### src/rtl/spi_responder.sv
// rtl/spi_responder.sv - SPI responder endpoint with synchronized SCK/CS/MOSI and a tx holding register
module spi_responder #(
  parameter int DataBits   = 16,
  parameter int Cpol       = 0,
  parameter int Cpha       = 0,
  parameter int SyncStages = 2
) (
  input  logic                          clk_i,
  input  logic                          rst_clk_ni,
  input  logic                          sck_i,
  input  logic                          cs_i,
  input  logic                          mosi_i,
  output logic                          miso_o,
  output logic                          miso_oe_o,
  input  logic [DataBits-1:0]           tx_data_i,
  input  logic                          tx_load_i,
  output logic                          tx_ready_o,
  output logic [DataBits-1:0]           rx_data_o,
  output logic                          rx_valid_o,
  output logic                          frame_err_o,
  output logic                          underrun_o,
  output logic [$clog2(DataBits+1)-1:0] bit_cnt_o
);

  localparam int              CntW       = $clog2(DataBits + 1);
  localparam logic [CntW-1:0] CntFull    = CntW'(DataBits);
  localparam logic [CntW-1:0] CntLast    = CntW'(DataBits - 1);
  localparam logic            CpolBit    = (Cpol != 0);
  localparam logic            CphaBit    = (Cpha != 0);
  // Modes 0 and 3 sample on the rising SCK edge, modes 1 and 2 on the falling edge.
  localparam logic            SampleRise = (CpolBit == CphaBit);

  typedef enum logic [1:0] {
    WAIT_IDLE,
    IDLE,
    ACTIVE
  } state_e;

  state_e                state;
  logic [SyncStages-1:0] sck_sync;
  logic [SyncStages-1:0] cs_sync;
  logic [SyncStages-1:0] mosi_sync;
  logic                  sck_q;
  logic                  sck_s;
  logic                  cs_s;
  logic                  mosi_s;
  logic                  sck_rise;
  logic                  sck_fall;
  logic                  sample_edge;
  logic                  shift_edge;
  logic [DataBits:0]     tx_sr;
  logic [DataBits-1:0]   rx_sr;
  logic [DataBits-1:0]   hold_q;
  logic                  hold_full;
  logic                  overflow;
  logic                  load_fire;
  logic [CntW-1:0]       bit_cnt;

  assign sck_s       = sck_sync[SyncStages-1];
  assign cs_s        = cs_sync[SyncStages-1];
  assign mosi_s      = mosi_sync[SyncStages-1];
  assign sck_rise    = sck_s & ~sck_q;
  assign sck_fall    = ~sck_s & sck_q;
  assign sample_edge = SampleRise ? sck_rise : sck_fall;
  assign shift_edge  = SampleRise ? sck_fall : sck_rise;
  assign load_fire   = tx_load_i & ~hold_full;

  // The extra top bit of tx_sr delays MSB by one shift edge for Cpha=1.
  assign miso_o     = CphaBit ? tx_sr[DataBits] : tx_sr[DataBits-1];
  assign tx_ready_o = ~hold_full;
  assign bit_cnt_o  = bit_cnt;

  always_ff @(posedge clk_i or negedge rst_clk_ni) begin
    if (!rst_clk_ni) begin
      state       <= WAIT_IDLE;
      sck_sync    <= {SyncStages{CpolBit}};
      cs_sync     <= '0;
      mosi_sync   <= '0;
      sck_q       <= CpolBit;
      tx_sr       <= '0;
      rx_sr       <= '0;
      hold_q      <= '0;
      hold_full   <= 1'b0;
      overflow    <= 1'b0;
      bit_cnt     <= '0;
      miso_oe_o   <= 1'b0;
      rx_data_o   <= '0;
      rx_valid_o  <= 1'b0;
      frame_err_o <= 1'b0;
      underrun_o  <= 1'b0;
    end else begin
      sck_sync    <= {sck_sync[SyncStages-2:0], sck_i};
      cs_sync     <= {cs_sync[SyncStages-2:0], cs_i};
      mosi_sync   <= {mosi_sync[SyncStages-2:0], mosi_i};
      sck_q       <= sck_s;
      rx_valid_o  <= 1'b0;
      frame_err_o <= 1'b0;
      underrun_o  <= 1'b0;

      if (load_fire) begin
        hold_q    <= tx_data_i;
        hold_full <= 1'b1;
      end

      case (state)
        WAIT_IDLE: begin
          if (cs_s) state <= IDLE;
        end

        IDLE: begin
          if (!cs_s) begin
            state      <= ACTIVE;
            miso_oe_o  <= 1'b1;
            bit_cnt    <= '0;
            overflow   <= 1'b0;
            rx_sr      <= '0;
            tx_sr      <= hold_full ? {1'b0, hold_q} : '0;
            underrun_o <= ~hold_full;
            // A load can only fire into an empty register, so it becomes the next frame's word.
            hold_full  <= load_fire;
          end
        end

        ACTIVE: begin
          if (cs_s) begin
            state       <= IDLE;
            miso_oe_o   <= 1'b0;
            tx_sr       <= '0;
            rx_sr       <= '0;
            bit_cnt     <= '0;
            frame_err_o <= (bit_cnt != CntFull) | overflow;
          end else begin
            if (shift_edge) tx_sr <= {tx_sr[DataBits-1:0], 1'b0};
            if (sample_edge) begin
              if (bit_cnt == CntFull) begin
                overflow <= 1'b1;
              end else begin
                rx_sr   <= {rx_sr[DataBits-2:0], mosi_s};
                bit_cnt <= bit_cnt + CntW'(1);
                if (bit_cnt == CntLast) begin
                  rx_data_o  <= {rx_sr[DataBits-2:0], mosi_s};
                  rx_valid_o <= 1'b1;
                end
              end
            end
          end
        end

        default: state <= WAIT_IDLE;
      endcase
    end
  end

endmodule
### config.mk
export PLATFORM = sky130hd
export DESIGN_NAME = spi_responder
export DESIGN_NICKNAME = d
export VERILOG_FILES = /design/src/rtl/spi_responder.sv
export SDC_FILE = /design/constraint.sdc
export NUM_CORES = 1
export LEC_CHECK = 0
export BUFFER_PORTS_ARGS = -buffer_cell sky130_fd_sc_hd__buf_2
export CAP_MARGIN = 20
export CORE_ASPECT_RATIO = 0.75
export CORE_MARGIN = 1
export CORE_UTILIZATION = 60
export CTS_CLUSTER_SIZE = 28
export DETAILED_ROUTE_END_ITERATION = 6
export GPL_ROUTABILITY_DRIVEN = 1
export PLACE_DENSITY = 0.83
export SKIP_LAST_GASP = 1
export SLEW_MARGIN = 20
export SYNTH_ARGS = -nofsm -noshare
export SYNTH_HDL_FRONTEND = slang
export SYNTH_SLANG_ARGS = --single-unit
### constraint.sdc
create_clock -name clk_i -period 4.45 [get_ports clk_i]
set_input_delay 0.445 -clock clk_i [delete_from_list [all_inputs] [get_ports clk_i]]
set_output_delay 0.445 -clock clk_i [all_outputs]
set_load 0.1 [all_outputs]
# Word level (Yosys, flattened, before mapping)
# Cells that the tools add are included.
[word_totals]
register_bits = 83
wordCells = 87
output_inout_bits = 27
input_bits = 22
[op_classes]
add_sub_neg = 1
bitwise_logic = 9
n_reduce_logical = 9
mux = 38
n_eq_ne = 14
[ops]
columns = ["operator", "n"]
rows = [
  ["16-bit two-way mux", 4],
  ["15-bit two-way mux", 4],
  ["16-bit case mux with 2 select lines", 1],
  ["15-bit case mux with 2 select lines", 1],
  ["5-bit two-way mux", 4],
  ["1-bit two-way mux", 18],
  ["2-bit inequality test, second input constant", 5],
  ["5-bit case mux with 2 select lines", 1],
  ["5-bit AND reduction", 2],
  ["3-bit inequality test, second input constant", 3],
  ["3-bit AND reduction", 2],
  ["5-bit by 1-bit adder with 5-bit output, second input constant", 1],
  ["5-bit by 4-bit == test with 1-bit output, second input constant", 1],
  ["5-bit == test, second input constant", 1],
  ["5-bit inequality test, second input constant", 1],
  ["1-bit NOT", 5],
  ["2-bit two-way mux", 2],
  ["1-bit case mux with 2 select lines", 2],
  ["2-bit case mux with 2 select lines", 1],
  ["4-bit AND reduction", 1],
  ["1-bit AND", 3],
  ["2-bit by 1-bit == test with 1-bit output, second input constant", 1],
  ["2-bit == test, second input constant", 1],
  ["2-bit logical NOT", 1],
  ["other kinds (5)", 5],
]

# Depth between registers and ports, before layout
[depth]
depth_word = 6
depth_mapped = 8
mapped_depth_nobuf = 6

# Worst setup path after synthesis
# No wires, ideal clock.
[synth_timing]
path_kind = "reg2reg"
startpoint = "register bit_cnt[0] (netlist: bit_cnt_o[0])"
endpoint = "register rx_data_o[10]"
path_stages_with_launch = 9
path_buffers = 2
arrival_ps = 2320
setup_ps = 128
synth_period_minus_slack_ps = 2448
required_time_ps = 4322
slack_ps = 2002
cell_sequence = "dfrtp_1 > inv_1 > ha_1 > nand4bb_1 > and3_1 > and2_1 > buf_4 > buf_6 > mux2_1"
[synth_via]
elab_chain_cells = 3
[synth_rtl]
columns = ["item", "line_no", "source"]
rows = [
  ["start: declaration", "57", "logic [CntW-1:0] bit_cnt;"],
  ["start signal: assignment", "139", "bit_cnt <= bit_cnt + CntW'(1);"],
  ["5-bit == test", "135", "if (bit_cnt == CntFull) begin"],
  ["1-bit NOT (no source line)", "-", ""],
  ["5-bit AND reduction (no source line) *", "-", ""],
  ["end signal: assignment", "141", "rx_data_o <= {rx_sr[DataBits-2:0], mosi_s};"],
  ["end: declaration", "18", "output logic [DataBits-1:0] rx_data_o,"],
]
# Every way passes the cells marked *; elsewhere a longest branch is shown, timed or not.
# A chain may end at the register's enable or synchronous reset.

# Final worst setup path
[layout_timing]
startpoint = "register state[1]"
endpoint = "register rx_data_o[3]"
[layout_via]
elab_chain_cells = 2
[layout_rtl]
columns = ["item", "line_no", "source"]
rows = [
  ["start: declaration", "39", "state_e state;"],
  ["start signal: assignment", "75", "state <= WAIT_IDLE;"],
  ["start signal: assignment", "107", "if (cs_s) state <= IDLE;"],
  ["start signal: assignment", "112", "state <= ACTIVE;"],
  ["2-bit == test", "105", "case (state)"],
  ["5-bit AND reduction (no source line)", "-", ""],
]
# No other way between the ends.

==> impl_metrics.toml <==
[logic_synthesis]
synth_fp_nets = 254
synthTopCellsByArea = "dfrtp_1, mux2_2, a22o_1"
yosysSeqAreaShare_pct = 62.5
synth_top_area_share_pct = 62.5
synth_async_sr_flop_share_pct = 100
ys_types = 33
avgSynthCellArea_um2 = 14.5
synth_commonest_cells = "dfrtp_1, mux2_2, a22o_1"
mappedNetlistArea_mm2 = 0.00332
synthFlopType = "dfrtp_1"
synth_cells = 229
yosys_register_bits = 83
synth_area_leader_cell = "dfrtp_1"
yosysMostFrequentCell = "dfrtp_1"
ys_warn_count = 0
synth_edf_count = 0

[global_routing]
grt_pass1_vias = 1888
grt_pass1_wl_mm = 9.05
grt_start_max_net_pins = 84
antenna_found_initial = 0
grt_remaining_overflow = 0
grt_use_total_pct = 21.5

[place]
port_buffers = 48
hpwl_mm = 3.57
dp.cells = 340
finalWeightedCongestion = 0.838

[floorplan]
initial_core_util_pct = 62.4
die_y_um = 66.4
dieArea_mm2 = 0.00584
die_width_um = 87.9
ios = 49
core_mm2 = 0.00532
rows = 23

[critical_path]
cp-start-kind = "flip-flop"
crit_type = "flip-flop to flip-flop"
crit_path_end_kind = "flip-flop"
arrival_ns = 3.37
path_max_fanout = 20
cp_top_family = "simple AND/OR/NAND/NOR gates"
crit_chain = "nor3b_4 -> and3_1 -> and2_1 -> mux2_2"
cpPeakStageDelay_ns = 0.73
crit_required_ns = 4.69
crit_path_top_delay_cell = "and3_1"
path_buf_inv = 0

[clock_network]
cts.sink_count = 83
cts.htree.levels = 3
cts_resized = 0
clk_latency_ns = 0.35
root_buffer = "clkbuf_8"
clk_pin_slew_worst_paths_ns = 0.08
hold_buffers = 0
clk_path_buf_depth = 2
cts_buffers = 9
cts_setup_buffers = 0
cts_tree = "yes"

[timing]
period_share_pct = 70.5
fin_tns_setup_ns = 0
final.min_clock_period_ns = 3.14
drv_slew = 0
worst_pin_slew_ns = 0.994
skew_ns = 0.00548
hold_viol_final = 0
max_freq_mhz = 319
rsz0062_at_grt = "false"
setup_viol = 0
slew_headroom_pct = 33.7

[routing]
wl_mm = 5.52
ant_nets = 0
wl_per_cell_um = 15.5
dr.pass1.iters = 4
drcViolationCount = 0
vias = 1963
drt-initial-drc-count = 111
vias_per_cell = 5.51

[final_layout]
multiInputGateArea_mm2 = 0.00112
seq_area_mm2 = 0.00208
syn_to_final_growth_pct = 13.9
instances_no_fill = 356
nNetsFinal = 301
fillers = 379
diodes = 0
drive_above_1_share_pct = 39.1

[run]
cap_violations = 0

[worst_hold_path]
hold_class = "primary input to flip-flop"

[pwr]
power_density_mw_per_mm2 = 512
leakagePower_nw = 1.92
power_mw = 1.94
peakVddDrop_mv = 0.293

[outcome]
outcome = "completed"
## worst paths after layout
path                                     end  slack [ns]    startpoint  depth (start not counted)
worst max-delay path            rx_data_o[3]        1.31      state[1]                          4
worst min-delay path            mosi_sync[0]        0.20        mosi_i                          1
worst max register to register  rx_data_o[3]        1.31      state[1]                          4
worst min register to register  mosi_sync[1]        0.35  mosi_sync[0]                          0
max in group asynchronous       rx_data_o[5]        3.56    rst_clk_ni                          1
min in group asynchronous          tx_sr[14]        0.26    rst_clk_ni                          1
## cell families after synthesis
group                    after synthesis  share of synthesized area, %
multiplexers                          49                          16.6
AND/OR/NAND/NOR                       23                          4.97
AO/OA/AOI/OAI                         48                          11.0
adder cells (fa/ha/maj)                3                          1.13
flip-flops                            83                          62.5
buffers and inverters                 23                          3.77
## per-layer routing
metal	global-route usage [%]	up-vias	wire length, µm
met5	0	-	0
met4	7.38	0	48
met3	8.86	5	267
met2	29.5	51	2450
met1	30.6	983	2760
li1	-	924	-
## area by class of cell
cell class,instances,area share (%)
Multi-Input combinational cell,123,29.7
Clock inverter,6,1.72
Clock buffer,10,3.64
Inverter,10,0.992
Timing Repair Buffer,49,6.61
Sequential cell,83,54.9
Tap cell,75,2.48
## flip-flops by register name, summed over array words and instances (netlist names)
name / count
bit_cnt_o: 5
cs_sync: 2
frame_err_o: 1
hold_full: 1
hold_q: 16
miso_oe_o: 1
mosi_sync: 2
overflow: 1
rx_data_o: 16
rx_sr: 15
rx_valid_o: 1
sck_q: 1
sck_sync: 2
state: 2
tx_sr: 16
underrun_o: 1
## stage by stage
| stage | instance area [µm²] | util (%) | hold WS [ns] | worst slack, ns |
|---|---|---|---|---|
| after detailed placement | 3580 | 67.2 | 0.336 | 1.34 |
| after floorplan | 3320 | - | 0.149 | 2.00 |
| after global placement | 3580 | 67.2 | 0.333 | 1.44 |
| final | 3780 | 71.1 | 0.196 | 1.31 |
| after global routing | 3780 | 71.1 | 0.168 | 1.13 |
| after CTS | 3780 | 71.0 | 0.180 | 1.33 |
## placed cells by master, fill, tap and decap left out, types with 2 or more instances in the layout
cell type,n
a21oi_1,7
a22o_1,32
and3_1,2
buf_2,47
buf_4,2
clkbuf_8,10
clkinvlp_4,4
dfrtp_1,83
ha_1,3
inv_1,10
mux2_1,9
mux2_2,39
nand2_1,3
nor2_1,2
nor2b_1,2
o21ai_0,6
## report_power, final
group,switching (mW),internal [mW],total [mW],leakage [nW]
registers,0.0899,0.907,0.997,1.08
logic,0.206,0.196,0.402,0.749
clock network,0.265,0.273,0.538,0.0905
(Power assumes the default switching activity.)
